### src/rtl/mmss_display_scan.sv
`default_nettype none
// ============================================================================
//  Module      : mmss_display_scan
//  Description : Multiplexed 4-digit 7-segment driver for an mm:ss time core.
//                Latches the BCD digits once per scan frame (tear-free),
//                blinks the field under adjustment and lights the decimal
//                point of the minutes-ones digit as the mm.ss separator.
//  Revision    : 1.0 - initial release
// ============================================================================
module mmss_display_scan #(
    parameter int unsigned REFRESH_DIV    = 100000,
    parameter int unsigned BLINK_DIV      = 25000000,
    parameter int unsigned SEG_ACTIVE_LOW = 1
) (
    input  logic       clk,
    input  logic       rst,
    input  logic [3:0] min_tens,
    input  logic [3:0] min_ones,
    input  logic [3:0] sec_tens,
    input  logic [3:0] sec_ones,
    input  logic       adjust_mode,
    input  logic       sel_minutes,
    input  logic       sel_seconds,
    output logic [3:0] an,
    output logic [6:0] seg,
    output logic       dp,
    output logic       frame_tick
);

    localparam int unsigned c_REF_W = (REFRESH_DIV > 1) ? $clog2(REFRESH_DIV) : 1;
    localparam int unsigned c_BLK_W = (BLINK_DIV > 1) ? $clog2(BLINK_DIV) : 1;

    localparam logic [c_REF_W-1:0] c_REF_LAST = c_REF_W'(REFRESH_DIV - 1);
    localparam logic [c_BLK_W-1:0] c_BLK_LAST = c_BLK_W'(BLINK_DIV - 1);

    // Polarity mask: XOR-ing an active-high pattern with this gives pin levels.
    localparam logic c_POL = (SEG_ACTIVE_LOW != 0);

    logic [c_REF_W-1:0] r_ref_cnt;
    logic [1:0]         r_idx;
    logic [c_BLK_W-1:0] r_blink_cnt;
    logic               r_blink_phase;
    logic [3:0][3:0]    r_shadow;
    logic               r_frame_tick;
    logic [3:0]         r_an;
    logic [6:0]         r_seg;
    logic               r_dp;

    logic               w_ref_last;
    logic               w_wrap;
    logic [3:0]         w_digit;
    logic [6:0]         w_seg_hi;
    logic               w_in_field;
    logic               w_blank;
    logic [3:0]         w_an_hi;
    logic               w_dp_hi;

    assign w_ref_last = (r_ref_cnt == c_REF_LAST);
    assign w_wrap     = w_ref_last && (r_idx == 2'd3);
    assign w_digit    = r_shadow[r_idx];

    // Refresh counter and digit index; digit advances on refresh terminal count.
    always_ff @(posedge clk) begin
        if (rst) begin
            r_ref_cnt <= '0;
            r_idx     <= 2'd0;
        end else if (w_ref_last) begin
            r_ref_cnt <= '0;
            r_idx     <= r_idx + 2'd1;
        end else begin
            r_ref_cnt <= r_ref_cnt + c_REF_W'(1);
        end
    end

    // Shadow digits are refreshed only at the frame wrap so a frame never tears.
    always_ff @(posedge clk) begin
        if (rst) begin
            r_shadow     <= '0;
            r_frame_tick <= 1'b0;
        end else begin
            r_frame_tick <= w_wrap;
            if (w_wrap) begin
                r_shadow[0] <= sec_ones;
                r_shadow[1] <= sec_tens;
                r_shadow[2] <= min_ones;
                r_shadow[3] <= min_tens;
            end
        end
    end

    // Blink timebase: parked in the visible phase outside adjust mode.
    always_ff @(posedge clk) begin
        if (rst || !adjust_mode) begin
            r_blink_cnt   <= '0;
            r_blink_phase <= 1'b1;
        end else if (r_blink_cnt == c_BLK_LAST) begin
            r_blink_cnt   <= '0;
            r_blink_phase <= ~r_blink_phase;
        end else begin
            r_blink_cnt   <= r_blink_cnt + c_BLK_W'(1);
        end
    end

    // BCD to active-high segment pattern {g,f,e,d,c,b,a}; non-BCD shows a dash.
    always_comb begin
        w_seg_hi = 7'h40;
        case (w_digit)
            4'd0: w_seg_hi = 7'h3F;
            4'd1: w_seg_hi = 7'h06;
            4'd2: w_seg_hi = 7'h5B;
            4'd3: w_seg_hi = 7'h4F;
            4'd4: w_seg_hi = 7'h66;
            4'd5: w_seg_hi = 7'h6D;
            4'd6: w_seg_hi = 7'h7D;
            4'd7: w_seg_hi = 7'h07;
            4'd8: w_seg_hi = 7'h7F;
            4'd9: w_seg_hi = 7'h6F;
            default: w_seg_hi = 7'h40;
        endcase
    end

    // Field membership of the current slot; seconds selection wins over minutes.
    always_comb begin
        w_in_field = 1'b0;
        if (sel_seconds) begin
            w_in_field = (r_idx <= 2'd1);
        end else if (sel_minutes) begin
            w_in_field = (r_idx >= 2'd2);
        end
    end

    assign w_blank = adjust_mode && !r_blink_phase && w_in_field;
    assign w_an_hi = w_blank ? 4'b0000 : (4'b0001 << r_idx);
    assign w_dp_hi = (r_idx == 2'd2);

    // Pin registers: one cycle behind the index, polarity applied here.
    always_ff @(posedge clk) begin
        if (rst) begin
            r_an  <= {4{c_POL}};
            r_seg <= {7{c_POL}};
            r_dp  <= c_POL;
        end else begin
            r_an  <= w_an_hi ^ {4{c_POL}};
            r_seg <= w_seg_hi ^ {7{c_POL}};
            r_dp  <= w_dp_hi ^ c_POL;
        end
    end

    assign an         = r_an;
    assign seg        = r_seg;
    assign dp         = r_dp;
    assign frame_tick = r_frame_tick;

endmodule
`default_nettype wire

### config.mk
export PLATFORM = sky130hd
export DESIGN_NAME = mmss_display_scan
export DESIGN_NICKNAME = d
export VERILOG_FILES = /design/src/rtl/mmss_display_scan.sv
export SDC_FILE = /design/constraint.sdc
export NUM_CORES = 1
export LEC_CHECK = 0
export CAP_MARGIN = 30
export CORE_MARGIN = 1.5
export CORE_UTILIZATION = 35
export DETAILED_ROUTE_END_ITERATION = 6
export PLACE_DENSITY = 0.55
export SLEW_MARGIN = 20
export SYNTH_ARGS = -nofsm -noshare
export SYNTH_HDL_FRONTEND = slang
export SYNTH_SLANG_ARGS = --single-unit
### constraint.sdc
create_clock -name clk -period 3.6 [get_ports clk]
set_input_delay 0.72 -clock clk [delete_from_list [all_inputs] [get_ports clk]]
set_output_delay 0.72 -clock clk [all_outputs]
set_load 0.1 [all_outputs]
==> results_dict.tcl, run 1 <==
set metrics [dict create \
    dpl.hpwl_mm 4.87 \
    max_freq_mhz 400 \
    cts.reportedPaths.clkPinSlew_ns 0.08 \
    path_buf_inv 1 \
    finalClockSkew_ns 0.0186 \
    clock_latency_ns 0.34 \
    ant_nets 0 \
    vias 2720 \
    wl_per_cell_um 13.0 \
    ys_seq_elements 74 \
    cp.arrival_ns 1.78 \
    synthMuxAreaShare_pct 2.94 \
    core_um2 9330 \
    synthesis.instances 381 \
    synthArstFlopShare_pct 0 \
    row_count 35 \
    cts_resized 0 \
    cts_root_buf "clkbuf_8" \
    antenna_found_initial 0 \
    drc 0 \
    cts_buffers 9 \
    synth_edf_count 0 \
    holdPathEnd "r_blink_cnt[0]$_SDFF_PP0_" \
    startpoint_type "flip-flop" \
    tns_ns 0 \
    track_usage_pct 14.8 \
    ys_seq_area_share_pct 43.5 \
    synthTopCellsByArea "dfxtp_1, a21oi_1, nand3_1" \
    grt_pass1_vias 2635 \
    grt_pass1_wl_mm 12.0 \
    crit_family "buffers and inverters" \
    period_minus_slack_ns 2.50 \
    syn_nets 414 \
    clock_sinks 74 \
    finalHoldViolations 0 \
    critPathMaxStageDelay_ns 1.13 \
    rrSetupSlack_ns 1.22 \
    area_growth_pct 17.9 \
    fin_cells 539 \
    grt_start_max_net_pins 25 \
    synthXorXnorAreaFrac_pct 6.18 \
    r2r-end "r_ref_cnt[11]$_SDFF_PP0_" \
    critPathMaxFanout 1 \
    synth-adder-area-share_pct 4.41 \
    synthDistinctLibCells 40 \
    setup_viol 0 \
    htree_levels 3 \
    avgSynthCellArea_um2 8.93 \
    postCtsSetupBuffers 0 \
    die_x_um 102 \
    dpl.cell_count 524 \
    whs_path_depth 1 \
    viasPerCell 5.05 \
    powerDensity_nw_per_um2 407 \
    io_pins 34 \
    setup.worst_path.end_class "output port" \
    die_y_um 102 \
    slowest_stage "clkdlybuf4s50_1" \
    synthesis.area_um2 3400 \
    synthSimpleGateAreaFrac_pct 25.0 \
    crit_type "reg2out" \
    r2r-start "r_ref_cnt[0]$_SDFF_PP0_" \
    p_leak_nw 1.33 \
    synth_top_area_share_pct 43.5 \
    slew_viol_final 0 \
    antenna_cells 0 \
    synth_top_flop_cell "dfxtp_1" \
    cts_tree "built" \
    worstHoldStart "r_blink_cnt[0]$_SDFF_PP0_" \
    vdd_drop_max_mv 0.252 \
    rr_worst_depth 5 \
    grt_overflow 0 \
    max-slew-margin-rel_pct 35.0 \
    worst_pin_slew_ns 0.973 \
    drive_gt1_share_pct 6.83 \
    nets 439 \
    start_util_pct 36.5 \
    hold_slack_ns 0.464 \
    dr.pass1.iters 5 \
    yosys.area.top_type "dfxtp_1" \
    synth-compound-area-share_pct 13.0 \
    drt-total-wl_mm 7.01 \
    postLayoutCoreUtil_pct 43.0 \
    drv_cap 0 \
    rsz0062_at_grt "no" \
    path_cells "clkdlybuf4s50_1" \
    status "complete, no violations" \
    dieArea_um2 10300 \
    io_buffer_count 33 \
    cts_hold_buf 0 \
    synth-warning-count 0 \
    worstHoldPathType "reg2reg" \
    synth_top_family_by_area "simple AND/OR/NAND/NOR gates" \
    cp.required_ns 2.88 \
    first_iter_violations 128 \
    timing.final.crit_share_pct 69.5 \
    routabilityCongestion 0.749 \
    cts_max_path_buffers 2 \
]
[placed cells by master, fill, tap and decap left out, drive strengths merged, types with 9 or more instances in the layout]
cell type,instances
clkdlybuf4s50,33
nand4,15
nand2,20
xor2,13
a21oi,37
nand3,34
or4,11
nor2,31
o21ai,29
ha,12
dfxtp,74
xnor2,11
clkbuf,11
or3,9
inv,12
[sequential cells by signal (all words and copies together), names as in the netlist]
name and flops:
seg 7, r_ref_cnt 17, r_idx 2, r_blink_cnt 25, r_shadow 16, dp 1, frame_tick 1, an 4
r_blink_phase 1
[metrics by stage]
stage | setup slack [ns] | power [mW] | instance area (um^2)
6_report | 1.10 | 1.63 | 4010
5_1_grt | 1.00 | 1.69 | 4010
4_1_cts | 1.07 | 1.65 | 4010
3_5_place_dp | 1.21 | 0.940 | 3790
3_3_place_gp | 1.25 | 0.940 | 3790
2_1_floorplan | 1.64 | 0.906 | 3400
[where the power goes]
group	total, mW	switching [mW]	internal, mW
clock	0.712	0.304	0.407
combinational	0.0894	0.0549	0.0345
sequential	0.831	0.00539	0.826
[layout make-up]
type,count,area (um^2)
fillers,943,5320
multi-input cells,273,1750
flip-flops and latches,74,1480
repair buffers,36,353
well taps,129,161
clock buffers,11,141
clock inverters,4,76.3
inverters,12,45.0
[worst max path at each step]
stage | startpoint | to | slack, ns | cells after the start
after global placement | rst | seg[5]$_SDFF_PP1_ | 1.25 | 4
final | seg[3]$_SDFF_PP1_ | seg[3] | 1.10 | 1
after CTS | seg[3]$_SDFF_PP1_ | seg[3] | 1.07 | 1
after floorplan | r_ref_cnt[0]$_SDFF_PP0_ | r_shadow[0]$_SDFFE_PP0P_ | 1.64 | 7
after detailed placement | rst | seg[3]$_SDFF_PP1_ | 1.21 | 4
after global routing | r_ref_cnt[0]$_SDFF_PP0_ | r_ref_cnt[8]$_SDFF_PP0_ | 1.00 | 5
[Yosys cell counts, types with 5 or more instances]
| cell | instances |
|---|---|
| dfxtp_1 | 74 |
| nand3_1 | 34 |
| a21oi_1 | 37 |
| nand2_1 | 20 |
| and3_1 | 6 |
| nand4_1 | 14 |
| or3_1 | 9 |
| nor2_1 | 31 |
| o31ai_1 | 5 |
| or4_1 | 9 |
| ha_1 | 12 |
| clkbuf_1 | 12 |
| nand2b_1 | 5 |
| inv_1 | 12 |
| xnor2_1 | 11 |
| o21ai_0 | 28 |
| xor2_1 | 13 |
[routing by layer]
metal	GRT usage, %	routed length, um	part of all wire (%)	up-vias
met4	7.05	99	1.4	0
met3	2.97	147	2.1	7
met2	23.9	3250	46	33
met1	18.9	3510	50	1266
met5	0	0	0	-
li1	-	-	-	1414
[kinds of logic (layout without fill, tap and decap cells)]
logic type / count (synthesis) / after routing
AOI/OAI and AO/OA: 79 / 79
xor gates and xnor gates: 24 / 24
adders and majority gates: 12 / 12
buffers and inverters: 34 / 63
DFF: 74 / 74
muxes: 5 / 5
and+or+nand+nor: 153 / 153
(Power assumes the default switching activity.)
==> run 2: changes to the inputs <==
==> constraint.sdc (replaced) <==
create_clock -name clk -period 2.41 [get_ports clk]
set_input_delay 0.482 -clock clk [delete_from_list [all_inputs] [get_ports clk]]
set_output_delay 0.482 -clock clk [all_outputs]
set_load 0.1 [all_outputs]
==> run 2 against run 1 <==
Effect of this change: routed wire length down 0.21%; register-to-register slack worse by 0.84 ns; setup slack worse by 0.72 ns; sequential cell count unchanged; final area up 0.62%; non-clock buffer count up 7; sequential power up 49%; clock power up 45%; clock skew down 0.0079 ns; combinational power up 55%; clock-buffer cell count unchanged.
==> results_dict.tcl, run 2 (same netlist as run 1, synthesis figures left out) <==
set metrics [dict create \
    path_buf_inv 1 \
    area_growth_pct 18.6 \
    cts_hold_buf 0 \
    max_freq_mhz 494 \
    finalClockSkew_ns 0.0107 \
    p_leak_nw 1.37 \
    clock_latency_ns 0.35 \
    postLayoutCoreUtil_pct 43.3 \
    setup.worst_path.end_class "flip-flop" \
    postCtsSetupBuffers 0 \
    io_buffer_count 33 \
    fill_cells 902 \
    setup_viol 0 \
    cts_root_buf "clkbuf_8" \
    vias 2777 \
    status "complete, no violations" \
    row_count 35 \
    dpl.cell_count 531 \
    ant_nets 0 \
    vdd_drop_max_mv 0.319 \
    rsz0062_at_grt "no" \
    path_cells "or4_4, or4_1, buf_4, o21ai_0, a21oi_1" \
    dieArea_um2 10300 \
    cts_tree "built" \
    top_register "r_blink_cnt" \
    tns_ns 0 \
    track_usage_pct 14.7 \
    cp.arrival_ns 2.25 \
    largest_reg_flops 25 \
    powerDensity_nw_per_um2 597 \
    drc 0 \
    antenna_cells 0 \
    core_um2 9330 \
    drive_gt1_share_pct 11.5 \
    grt_start_max_net_pins 25 \
    seqCellArea_um2 1480 \
    nets 446 \
    startpoint_type "flip-flop" \
    layout_commonest_cell "dfxtp_1" \
    clock_sinks 74 \
    cts_max_path_buffers 2 \
    drt-total-wl_mm 6.99 \
    place_area_um2 3830 \
    routabilityCongestion 0.759 \
    drv_cap 0 \
    cts_resized 0 \
    first_iter_violations 160 \
    grt_pass1_wl_mm 11.9 \
    slowest_stage "or4_4" \
    critPathMaxFanout 9 \
    crit_family "simple AND/OR/NAND/NOR gates" \
    cts_buffers 9 \
    hold_slack_ns 0.461 \
    top_regs "r_blink_cnt x25, r_ref_cnt x17, r_shadow x16" \
    worstHoldPathType "reg2reg" \
    crit_type "reg2reg" \
    grt_pass1_vias 2610 \
    dr.pass1.iters 5 \
    timing.final.crit_share_pct 84.1 \
    worst_pin_slew_ns 0.697 \
    layout_common_cells "dfxtp_1, a21oi_1, nand3_1, nor2_1, o21ai_0" \
    fin_cells 547 \
    antenna_found_initial 0 \
    io_pins 34 \
    htree_levels 3 \
    die_y_um 102 \
    design_area_um2 4040 \
    wl_per_cell_um 12.8 \
    grt_overflow 0 \
    die_x_um 102 \
    cts.reportedPaths.clkPinSlew_ns 0.08 \
    finalHoldViolations 0 \
    dpl.hpwl_mm 4.93 \
    rrSetupSlack_ns 0.38 \
    slew_viol_final 0 \
    viasPerCell 5.08 \
    max-slew-margin-rel_pct 53.1 \
    period_minus_slack_ns 2.03 \
    critPathMaxStageDelay_ns 0.57 \
    multiInputGateArea_um2 1750 \
    start_util_pct 36.5 \
    cp.required_ns 2.63 \
]
run 2: per-layer routing:
layer,vias to the layer above,GRT usage [%],part of all wire [%]
met5,-,0,0
met4,0,5.77,1.7
met3,9,3.80,3.2
met2,36,24.7,47
met1,1300,17.9,48
li1,1432,-,-
run 2: through the flow:
step                      total power [mW]  worst slack, ns
after floorplan                       1.35            0.453
after global placement                1.41            0.444
after detailed placement              1.41            0.402
after CTS                             2.44            0.377
after global routing                  2.51            0.242
final                                 2.41            0.384
run 2: cell type report:
type                    count  share of cell area (%)
flip-flops and latches     74                    36.7
repair buffers             43                    9.55
clock inverters             5                    1.95
well taps                 129                    4.00
inverters                  12                    1.12
multi-input cells         273                    43.4
clock buffers              11                    3.25
run 2: power by group:
| part | switching (mW) | total (mW) | internal, mW |
|---|---|---|---|
| clock | 0.448 | 1.03 | 0.582 |
| combinational | 0.0841 | 0.139 | 0.0545 |
| sequential | 0.00869 | 1.24 | 1.23 |
| total | 0.541 | 2.41 | 1.87 |
run 2: final timing paths:
path	start	endpoint	depth (start not counted)
worst max-delay path	r_ref_cnt[8]$_SDFF_PP0_	r_shadow[10]$_SDFFE_PP0P_	5
worst min register to register	r_blink_cnt[0]$_SDFF_PP0_	r_blink_cnt[0]$_SDFF_PP0_	1
worst min-delay path	r_blink_cnt[0]$_SDFF_PP0_	r_blink_cnt[0]$_SDFF_PP0_	1
worst max register to register	r_ref_cnt[8]$_SDFF_PP0_	r_shadow[10]$_SDFFE_PP0P_	5
==> run 3: changes to the inputs <==
==> constraint.sdc (replaced) <==
create_clock -name clk -period 1.9 [get_ports clk]
set_input_delay 0.38 -clock clk [delete_from_list [all_inputs] [get_ports clk]]
set_output_delay 0.38 -clock clk [all_outputs]
set_load 0.1 [all_outputs]
==> run 3 against run 2 <==
Effect of this change: via count increased by 4.5%; total power increased by 25%; maximum frequency increased by 8.5%; clock skew about the same; die area unchanged; critical endpoint is now r_blink_cnt[13]$_SDFF_PP0_; hold slack improved by 0.012 ns.
==> results_dict.tcl, run 3 (same netlist as run 1, synthesis figures left out) <==
set metrics [dict create \
    status "complete, no violations" \
    cp.arrival_ns 2.10 \
    powerDensity_nw_per_um2 693 \
    r2r-start "r_blink_cnt[15]$_SDFF_PP0_" \
    pwr-share-seq_pct 52.1 \
    postCtsSetupBuffers 0 \
    whs_path_depth 2 \
    period_minus_slack_ns 1.87 \
    fill_cells 936 \
    timing.final.ws_setup_ns 0.0326 \
    grt.busiest_layer "met2" \
    rrSetupSlack_ns 0.03 \
    dieArea_um2 10300 \
    die_y_um 102 \
    grt_util_met3_pct 4.49 \
    cts_hold_buf 0 \
    clock_sinks 74 \
    vias 2903 \
    vdd_drop_max_mv 0.309 \
    switching_power_mw 0.696 \
    met1_usage_pct 19.5 \
    core_um2 9330 \
    drc 0 \
    p_int_mw 2.32 \
    r2r-end "r_blink_cnt[13]$_SDFF_PP0_" \
    cts.reportedPaths.clkPinSlew_ns 0.07 \
    setup.worst_path.end_class "flip-flop" \
    crit_path_end "r_blink_cnt[13]$_SDFF_PP0_" \
    top_regs "r_blink_cnt x25, r_ref_cnt x17, r_shadow x16" \
    p_sw_share_pct 23.1 \
    postLayoutCoreUtil_pct 46.7 \
    pwr-share-comb_pct 6.4 \
    slew_viol_final 0 \
    viasPerCell 5.00 \
    layout_commonest_cell "dfxtp_1" \
    ant_nets 0 \
    finalHoldViolations 0 \
    max-slew-margin-rel_pct 69.3 \
    startpoint_type "flip-flop" \
    p_total_mw 3.02 \
    clock_latency_ns 0.35 \
    antenna_found_initial 0 \
    critPathMaxFanout 17 \
    cts_root_buf "clkbuf_8" \
    drive_gt1_share_pct 19.7 \
    layout_common_cells "dfxtp_1, buf_4, a21oi_1, nand3_1, nor2_1" \
    area_growth_pct 28.1 \
    crit_type "reg2reg" \
    routabilityCongestion 0.782 \
    grt_pass1_vias 2664 \
    cts_tree "built" \
    top_register "r_blink_cnt" \
    antenna_cells 0 \
    rsz0062_at_grt "yes" \
    first_iter_violations 127 \
    p_clk_share_pct 41.5 \
    wl_per_cell_um 12.8 \
    grt_use_met2_pct 24.1 \
    setup_viol 0 \
    htree_levels 3 \
    p_leak_nw 1.56 \
    timing.final.crit_share_pct 98.3 \
    max_freq_mhz 535 \
    worst_pin_slew_ns 0.460 \
    cts_max_path_buffers 2 \
    largest_reg_flops 25 \
    grt_pass1_wl_mm 12.1 \
    grt_start_max_net_pins 32 \
    track_usage_pct 15.1 \
    dpl.hpwl_mm 5.22 \
    worstHoldPathType "reg2reg" \
    drt-total-wl_mm 7.42 \
    io_pins 34 \
    row_count 35 \
    die_x_um 102 \
    cp.required_ns 2.13 \
    rr_worst_depth 5 \
    io_buffer_count 33 \
    pre_cts_ws_ns 0.0192 \
    grt_overflow 0 \
    dr.pass1.iters 4 \
    nets 480 \
    cts_buffers 9 \
    start_util_pct 36.5 \
    drv_cap 0 \
    finalClockSkew_ns 0.0112 \
    worstSetupStartpoint "r_blink_cnt[15]$_SDFF_PP0_" \
]
-- run 3: worst min path at each step --
stage	endpoint	slack, ns	start
after floorplan	r_blink_cnt[0]$_SDFF_PP0_	0.43	r_blink_cnt[0]$_SDFF_PP0_
after global placement	r_blink_cnt[21]$_SDFF_PP0_	0.46	r_blink_cnt[21]$_SDFF_PP0_
after detailed placement	r_shadow[12]$_SDFFE_PP0P_	0.47	r_shadow[12]$_SDFFE_PP0P_
after CTS	r_shadow[7]$_SDFFE_PP0P_	0.48	r_shadow[7]$_SDFFE_PP0P_
after global routing	r_shadow[12]$_SDFFE_PP0P_	0.50	r_shadow[12]$_SDFFE_PP0P_
final	r_shadow[12]$_SDFFE_PP0P_	0.47	r_shadow[12]$_SDFFE_PP0P_
-- run 3: stage by stage --
step / cells / setup TNS, ns / hold WS [ns] / cell area (um^2)
floorplan: 381 / -0.341 / 0.426 / 3430
global placement: 563 / 0 / 0.458 / 4120
detailed placement: 563 / 0 / 0.467 / 4120
CTS: 580 / 0 / 0.476 / 4340
global route: 581 / -0.517 / 0.501 / 4360
finish: 581 / 0 / 0.474 / 4360
-- run 3: routing by layer --
layer | part of all wire [%] | up-vias | routed length, um
met5 | 0 | - | 0
li1 | - | 1497 | -
met1 | 49 | 1353 | 3650
met2 | 46 | 49 | 3390
met3 | 4.5 | 4 | 335
met4 | 0.65 | 0 | 48
-- run 3: what timing repair did --
action                                 CTS  global route
setup endpoints to repair                2            47
endpoints found under the hold margin    0             0
resized for setup                        0             5
cloned                                   1             1
pin swaps                                0             0
-- run 3: area by class of cell --
| type | count | area, um^2 | area share [%] |
|---|---|---|---|
| clock inverter | 4 | 50.0 | 1.15 |
| timing repair buffer | 75 | 663 | 15.2 |
| clock buffer | 12 | 155 | 3.56 |
| inverter | 12 | 45.0 | 1.03 |
| sequential | 74 | 1480 | 34.1 |
| tap | 129 | 161 | 3.70 |
| multi-input combinational | 275 | 1800 | 41.3 |
-- run 3: worst max-delay path, stage by stage (launching register included) --
cell and delay [ns]:
dfxtp_1 0.31, or4_1 0.50, or4_4 0.55, o21ai_4 0.18
buf_12 0.16, nor2_1 0.05
-- run 3: power groups by stage --
stage / Sequential, mW / Combinational, mW / Clock, mW
3_3_place_gp: 1.61 / 0.191 / 0
3_5_place_dp: 1.61 / 0.191 / 0
2_1_floorplan: 1.67 / 0.0514 / 0
4_1_cts: 1.57 / 0.194 / 1.29
6_report: 1.57 / 0.194 / 1.25
5_1_grt: 1.57 / 0.207 / 1.36
